--- src/rtl/filter_load_sequencer.sv ---
`timescale 1ns/1ps
// Byte-load / clear / multiply-accumulate control sequencer for the UART-fed filter datapath.
// Define FLS_LOAD_TIMEOUT_EN to abandon a partial load frame after TIMEOUT_CYC idle cycles.
module filter_load_sequencer #(
    parameter int unsigned NUM_LOAD    = 4,
    parameter int unsigned NUM_TAPS    = 5,
    parameter int unsigned TAP_SEL_W   = 3,
    parameter int unsigned TIMEOUT_CYC = 1000
) (
    input  logic                 clk,
    input  logic                 reset,
    input  logic                 rx_done_tick,
    output logic [NUM_LOAD-1:0]  en,
    output logic                 acc_clr,
    output logic                 acc_en,
    output logic [TAP_SEL_W-1:0] tap_sel,
    output logic                 busy,
    output logic                 listo,
    output logic                 err_ovr,
    output logic                 err_to
);

    localparam int unsigned IDX_W = (NUM_LOAD > 1) ? $clog2(NUM_LOAD) : 1;
    localparam logic [IDX_W-1:0]     IDX_LAST = IDX_W'(NUM_LOAD - 1);
    localparam logic [TAP_SEL_W-1:0] TAP_LAST = TAP_SEL_W'(NUM_TAPS - 1);

    if (NUM_LOAD < 1) begin : g_bad_num_load
        $error("NUM_LOAD must be at least 1");
    end
    if (NUM_TAPS < 1) begin : g_bad_num_taps
        $error("NUM_TAPS must be at least 1");
    end
    if ((TAP_SEL_W < 1) || (TAP_SEL_W < $clog2(NUM_TAPS))) begin : g_bad_tap_sel_w
        $error("TAP_SEL_W too narrow for NUM_TAPS");
    end
    if (TIMEOUT_CYC < 1) begin : g_bad_timeout
        $error("TIMEOUT_CYC must be at least 1");
    end

    typedef enum logic [1:0] {
        S_LOAD = 2'd0,
        S_CLR  = 2'd1,
        S_COMP = 2'd2,
        S_DONE = 2'd3
    } state_e;

    state_e               state_q,   state_d;
    logic [IDX_W-1:0]     idx_q,     idx_d;
    logic [TAP_SEL_W-1:0] tap_q,     tap_d;
    logic [NUM_LOAD-1:0]  en_q,      en_d;
    logic                 acc_clr_q, acc_clr_d;
    logic                 acc_en_q,  acc_en_d;
    logic [TAP_SEL_W-1:0] tap_sel_q, tap_sel_d;
    logic                 busy_q,    busy_d;
    logic                 listo_q,   listo_d;
    logic                 err_ovr_q, err_ovr_d;

`ifdef FLS_LOAD_TIMEOUT_EN
    localparam int unsigned CNT_W = (TIMEOUT_CYC > 0) ? $clog2(TIMEOUT_CYC + 1) : 1;
    localparam logic [CNT_W-1:0] CNT_LIMIT = CNT_W'(TIMEOUT_CYC);

    logic [CNT_W-1:0] cnt_q, cnt_d;
    logic             err_to_q, err_to_d;
`endif

    // Outputs are registered decodes of the internal state, so they trail it by one cycle.
    always_comb begin
        state_d   = state_q;
        idx_d     = idx_q;
        tap_d     = tap_q;
        en_d      = '0;
        acc_clr_d = 1'b0;
        acc_en_d  = 1'b0;
        tap_sel_d = '0;
        busy_d    = 1'b0;
        listo_d   = 1'b0;
        err_ovr_d = rx_done_tick && (state_q != S_LOAD);
`ifdef FLS_LOAD_TIMEOUT_EN
        cnt_d     = '0;
        err_to_d  = 1'b0;
`endif
        unique case (state_q)
            S_LOAD: begin
                if (rx_done_tick) begin
                    en_d = NUM_LOAD'(1) << idx_q;
                    if (idx_q == IDX_LAST) begin
                        idx_d   = '0;
                        state_d = S_CLR;
                    end else begin
                        idx_d = idx_q + IDX_W'(1);
                    end
                end
`ifdef FLS_LOAD_TIMEOUT_EN
                // A tick in the limit cycle takes the branch above, so it beats the timeout.
                else if (idx_q != '0) begin
                    if (cnt_q == CNT_LIMIT) begin
                        idx_d    = '0;
                        err_to_d = 1'b1;
                    end else begin
                        cnt_d = cnt_q + CNT_W'(1);
                    end
                end
`endif
            end
            S_CLR: begin
                acc_clr_d = 1'b1;
                busy_d    = 1'b1;
                tap_d     = '0;
                state_d   = S_COMP;
            end
            S_COMP: begin
                acc_en_d  = 1'b1;
                busy_d    = 1'b1;
                tap_sel_d = tap_q;
                if (tap_q == TAP_LAST) begin
                    tap_d   = '0;
                    state_d = S_DONE;
                end else begin
                    tap_d = tap_q + TAP_SEL_W'(1);
                end
            end
            S_DONE: begin
                listo_d = 1'b1;
                busy_d  = 1'b1;
                idx_d   = '0;
                state_d = S_LOAD;
            end
            default: state_d = S_LOAD;
        endcase
    end

    always_ff @(posedge clk or negedge reset) begin
        if (!reset) begin
            state_q   <= S_LOAD;
            idx_q     <= '0;
            tap_q     <= '0;
            en_q      <= '0;
            acc_clr_q <= 1'b0;
            acc_en_q  <= 1'b0;
            tap_sel_q <= '0;
            busy_q    <= 1'b0;
            listo_q   <= 1'b0;
            err_ovr_q <= 1'b0;
        end else begin
            state_q   <= state_d;
            idx_q     <= idx_d;
            tap_q     <= tap_d;
            en_q      <= en_d;
            acc_clr_q <= acc_clr_d;
            acc_en_q  <= acc_en_d;
            tap_sel_q <= tap_sel_d;
            busy_q    <= busy_d;
            listo_q   <= listo_d;
            err_ovr_q <= err_ovr_d;
        end
    end

`ifdef FLS_LOAD_TIMEOUT_EN
    always_ff @(posedge clk or negedge reset) begin
        if (!reset) begin
            cnt_q    <= '0;
            err_to_q <= 1'b0;
        end else begin
            cnt_q    <= cnt_d;
            err_to_q <= err_to_d;
        end
    end

    assign err_to = err_to_q;
`else
    assign err_to = 1'b0;
`endif

    assign en      = en_q;
    assign acc_clr = acc_clr_q;
    assign acc_en  = acc_en_q;
    assign tap_sel = tap_sel_q;
    assign busy    = busy_q;
    assign listo   = listo_q;
    assign err_ovr = err_ovr_q;

endmodule
--- config.mk ---
export PLATFORM = sky130hd
export DESIGN_NAME = filter_load_sequencer
export DESIGN_NICKNAME = d
export VERILOG_FILES = /design/src/rtl/filter_load_sequencer.sv
export SDC_FILE = /design/constraint.sdc
export NUM_CORES = 1
export LEC_CHECK = 0
export ABC_AREA = 1
export CORE_MARGIN = 3
export CORE_UTILIZATION = 49
export DETAILED_ROUTE_END_ITERATION = 7
export GPL_TIMING_DRIVEN = 0
export HOLD_SLACK_MARGIN = 0.15
export PLACE_DENSITY = 0.83
export SETUP_SLACK_MARGIN = 0.02
export SYNTH_ARGS = -nofsm -noshare
export SYNTH_HDL_FRONTEND = slang
export SYNTH_SLANG_ARGS = --single-unit
--- constraint.sdc ---
create_clock -name clk -period 1.6 [get_ports clk]
set_clock_uncertainty 0.15 [all_clocks]
set_input_delay 0.48 -clock clk [delete_from_list [all_inputs] [get_ports clk]]
set_output_delay 0.48 -clock clk [all_outputs]
set_load 0.02 [all_outputs]
Yosys cells after proc, flatten, opt, wreduce, memory -nomap -nowiden --
Index checks and enable logic that the tools add are counted.
Storage, ports and cells: register bits after elaboration 19, input bits 3, word-level logic and storage cells 45
Operators by class: add/sub/neg operators 2, eq/ne operators 8, shift-type cells 1, muxes and demuxes 16, reduce and logical (&&, ||, !) cells 8
Operator list (count):
- $mux W2 | 5
- $mux W4 | 2
- $pmux W2 S4 | 1
- $eq A2 B2 Y1 const B | 3
- $mux W3 | 2
- $ne A2 B2 Y1 const B | 3
- $pmux W3 S2 | 1
- $reduce_bool A2 Y1 | 3
- $mux W1 | 4
- $pmux W2 S2 | 1
- $shl A1 B2 Y4 const A | 1
- $add A3 B1 Y3 const B | 1
- $eq A3 B3 Y1 const B | 1
- $reduce_and A3 Y1 | 1
- $reduce_or A3 Y1 | 1
- $add A2 B1 Y2 const B | 1
- $eq A2 B1 Y1 const B | 1
- $logic_not A2 Y1 | 1
- $reduce_and A2 Y1 | 1
- $logic_and A1 B1 Y1 | 1

Longest topological paths before layout --
depth in word-level cells 4, gate-level depth with buffers 7, gate-level depth less buffers 7

Worst setup path before layout --
Ideal clock, no wire load.
kind register to register, start register state_q[0], end register tap_q[2], setup time 0.129 ns, arrival time 1.004 ns, data required time 1.321 ns, slack 0.317 ns, stages on the path, launching flop included 7, buffers on the path 0, path through dfrtp_1 -> inv_1 -> ha_1 -> nand2_1 -> nand2_1 -> nand2_1 -> a21oi_1
On the way: longest elaborated chain between the ends 2, elaborated cells on any way between the ends 4
RTL lines:
- from (decl) | line 47 | state_e state_q, state_d;
- from (signal assigned) | line 145 | state_q <= state_d;
- $eq A2 B2 Y1 / $eq A2 B1 Y1 (equally long branches) | line 82 | unique case (state_q)
- $pmux W3 S2 / $reduce_bool A2 Y1 (equally long branches)
- to (signal assigned) | line 147 | tap_q <= tap_d;
- to (decl) | line 49 | logic [TAP_SEL_W-1:0] tap_q, tap_d;
Several ways; a longest one is shown, not always the timed one. A chain may end at the register's enable or synchronous reset.

Worst setup path in the final report --
start register tap_sel_q[2] (netlist: tap_sel[2]), end output tap_sel[2]
RTL lines:
- from (decl) | line 53 | logic [TAP_SEL_W-1:0] tap_sel_q, tap_sel_d;
- from (signal assigned) | line 151 | tap_sel_q <= tap_sel_d;
- to (decl) | line 16 | output logic [TAP_SEL_W-1:0] tap_sel,
No word-level cell between the ends.

==> out/metrics.cfg <==
[setup_path]
worstSetupPathDepth = 1
slowest_stage = sky130_fd_sc_hd__dfrtp_1
worst-endpoint-required_ns = 0.97
critPathCaptureType = output port
crit_chain = clkdlybuf4s15_2
cp-start-kind = flip-flop
worst_r2r_path_depth = 6
r2r_start = state_q[1]
worst-setup-path-type = flip-flop to output port
critical_path_peak_fanout = 1
cpLargestDelayFamily = flip-flops
cp_slowest_stage_delay_ns = 0.37
cp.arrival_ns = 0.91
worstPathBufferInverterCount = 1
critical_path.startpoint = tap_sel[2]

[clock_tree]
clk_pin_slew_ns = 0.10
clock_root_buffer_master = sky130_fd_sc_hd__clkbuf_4
cts_inserted_buffers = 3
insertion_delay_ns = 0.30
postCtsSetupRepairBufs = 0
hold_buffers = 0
cts.sinks = 19
tritoncts_clock_tree = built
cts.path.max_buffers = 2
h_tree_depth = 1

[layout]
num_antenna_cells = 0
stdcell_area_um2 = 991
layout-area-overhead-vs-synth_pct = 16.0
regArea_um2 = 475
finalCoreUtilization_pct = 62.9
finish.cell_count_without_fillers = 122
mostFrequentLayoutCells = 20 x sky130_fd_sc_hd__nand2_1, 19 x sky130_fd_sc_hd__dfrtp_1, 17 x sky130_fd_sc_hd__inv_1, 11 x sky130_fd_sc_hd__buf_2, 10 x sky130_fd_sc_hd__ha_1
multi_input_comb_area_um2 = 310
num-nets-final = 121
layout_commonest_cell = sky130_fd_sc_hd__nand2_1
filler_cells = 125
drive_gt1_share_pct = 17.9

[global_routing]
grt_overflow_total = 0
antenna_found_initial = 0
vias_in_the_first_global_route = 526
grt_first_pass_wirelength_um = 2080
overall_global_routing_resource_usage_pct = 13.3
grt_max_degree = 20

[logic_synthesis]
ys_types = 13
synth_area_um2 = 855
ys_warn_count = 0
synth_cells = 88
post_synth.cell_area_avg_um2 = 9.71
postSynthNetCount = 102
yosys_register_bits = 19
ys_seq_area_share_pct = 55.6

[power]
total_leakage_power_nw = 0.581
max-vdd-ir-drop_v = 0.000794
power-per-cell-area_nw_per_um2 = 1740

[floorplanning]
core_area_um2 = 1580
std_cell_rows = 14
dieArea_um2 = 2280
floorplan.io_pins = 16
fp.dieH_um = 47.8
fp.dieW_um = 47.8
floorplan.initialDensity_pct = 54.2

[route]
wirelength_per_cell_um = 10.9
drt_pass1_iterations = 4
drt_drc_violations_left = 0
route.antenna.remaining_nets = 0
routed_wirelength_um = 1330
detail_route.vias_per_cell = 4.82
initial_drc_count = 7
vias = 588

[sta]
drv_slew = 0
setup_violators_final = 0
worst_pin_slew_ns = 0.798
setup_repair_after_global_routing_missed_its_margin = false
final_count_of_hold_timing_violations = 0
maxClockFrequency_ghz = 0.650
max_slew_margin_pct = 46.6
tcrit_tclk_final_pct = 96.1
layout_min_cycle_time_ns = 1.54

[place]
port-buffer-count = 14
post_dp_hpwl_um = 999
dp_cells = 118
gp_congestion = 0.733
postPlaceCellArea_um2 = 1010

[worst_hold_path]
timing.hold.worst.start = tap_q[0]
hp-class = flip-flop to flip-flop
timing.hold.worst_path_depth = 2

[outcome]
outcome = finished clean

[run]
maxCapViolations = 0

worst paths after layout:
kind	to	slack [ns]
worst max-delay path	tap_sel[2]	0.06
worst min-delay path	tap_sel[0]	0.36
worst max register to register	tap_q[2]	0.16
worst min register to register	tap_sel[0]	0.36
max in group asynchronous	tap_q[0]	0.32
min in group asynchronous	en[1]	0.48
synth_stat cells:
master / instances / area, um^2
sky130_fd_sc_hd__a21oi_1: 1 / 5.00
sky130_fd_sc_hd__buf_4: 1 / 7.51
sky130_fd_sc_hd__conb_1: 1 / 3.75
sky130_fd_sc_hd__dfrtp_1: 19 / 475
sky130_fd_sc_hd__ha_1: 11 / 138
sky130_fd_sc_hd__inv_1: 17 / 63.8
sky130_fd_sc_hd__nand2_1: 20 / 75.1
sky130_fd_sc_hd__nand2_2: 1 / 6.26
sky130_fd_sc_hd__nand3_1: 7 / 35.0
sky130_fd_sc_hd__nand4_1: 1 / 6.26
sky130_fd_sc_hd__nor2_1: 5 / 18.8
sky130_fd_sc_hd__nor3_1: 1 / 5.00
sky130_fd_sc_hd__o21ai_0: 3 / 15.0
through the flow:
stage / setup TNS, ns / power (mW) / hold WS, ns / setup slack (ns)
final: 0 / 1.72 / 0.364 / 0.0622
after global routing: 0 / 1.87 / 0.383 / 0.0239
after CTS: 0 / 1.78 / 0.360 / 0.0233
after detailed placement: -1.68 / 1.56 / 0.338 / -0.0808
after global placement: -0.868 / 1.51 / 0.326 / -0.0421
after floorplan: 0 / 1.26 / 0.0344 / 0.317
cells by family (layout without fill, tap and decap cells):
group	count (synthesis)	in the layout	share of synthesized area, %
AND/OR/NAND/NOR	35	35	17.1
flip-flops	19	19	55.6
buffers and inverters	18	36	8.35
adder cells (fa/ha/maj)	11	11	16.1
AO/OA/AOI/OAI	4	4	2.34
other	1	1	0.439
per-layer routing:
metal	routed length, um	track usage (%)	vias to the layer above
li1	-	-	300
met1	600	14.8	268
met2	641	23.5	17
met3	59	3.38	3
met4	26	6.45	0
met5	0	0	-
area by class of cell:
cell class              count  area share [%]
plain buffers               1           0.758
multi-input cells          51            31.3
repair buffers             14            8.71
clock buffers               3            2.27
well taps                  16            2.02
clock inverters             1           0.505
inverters                  17            6.44
flip-flops and latches     19            48.0
registers in the layout, summed over array words and instances (netlist names):
register  count
listo         1
acc_clr       1
idx_q         2
state_q       2
busy          1
tap_sel       3
en            4
acc_en        1
err_ovr       1
tap_q         3
power breakdown:
part | internal (mW) | leakage [nW] | total, mW | switching [mW]
registers | 0.626 | 0.250 | 0.711 | 0.0852
logic | 0.266 | 0.313 | 0.772 | 0.506
clock network | 0.0932 | 0.0177 | 0.241 | 0.147
what timing repair did:
item / in CTS / in global routing
gates resized for setup: 36 / 12
setup endpoints to repair: 12 / 12
gates cloned: 0 / 0
Note: power is estimated with default switching activity, not from simulation.
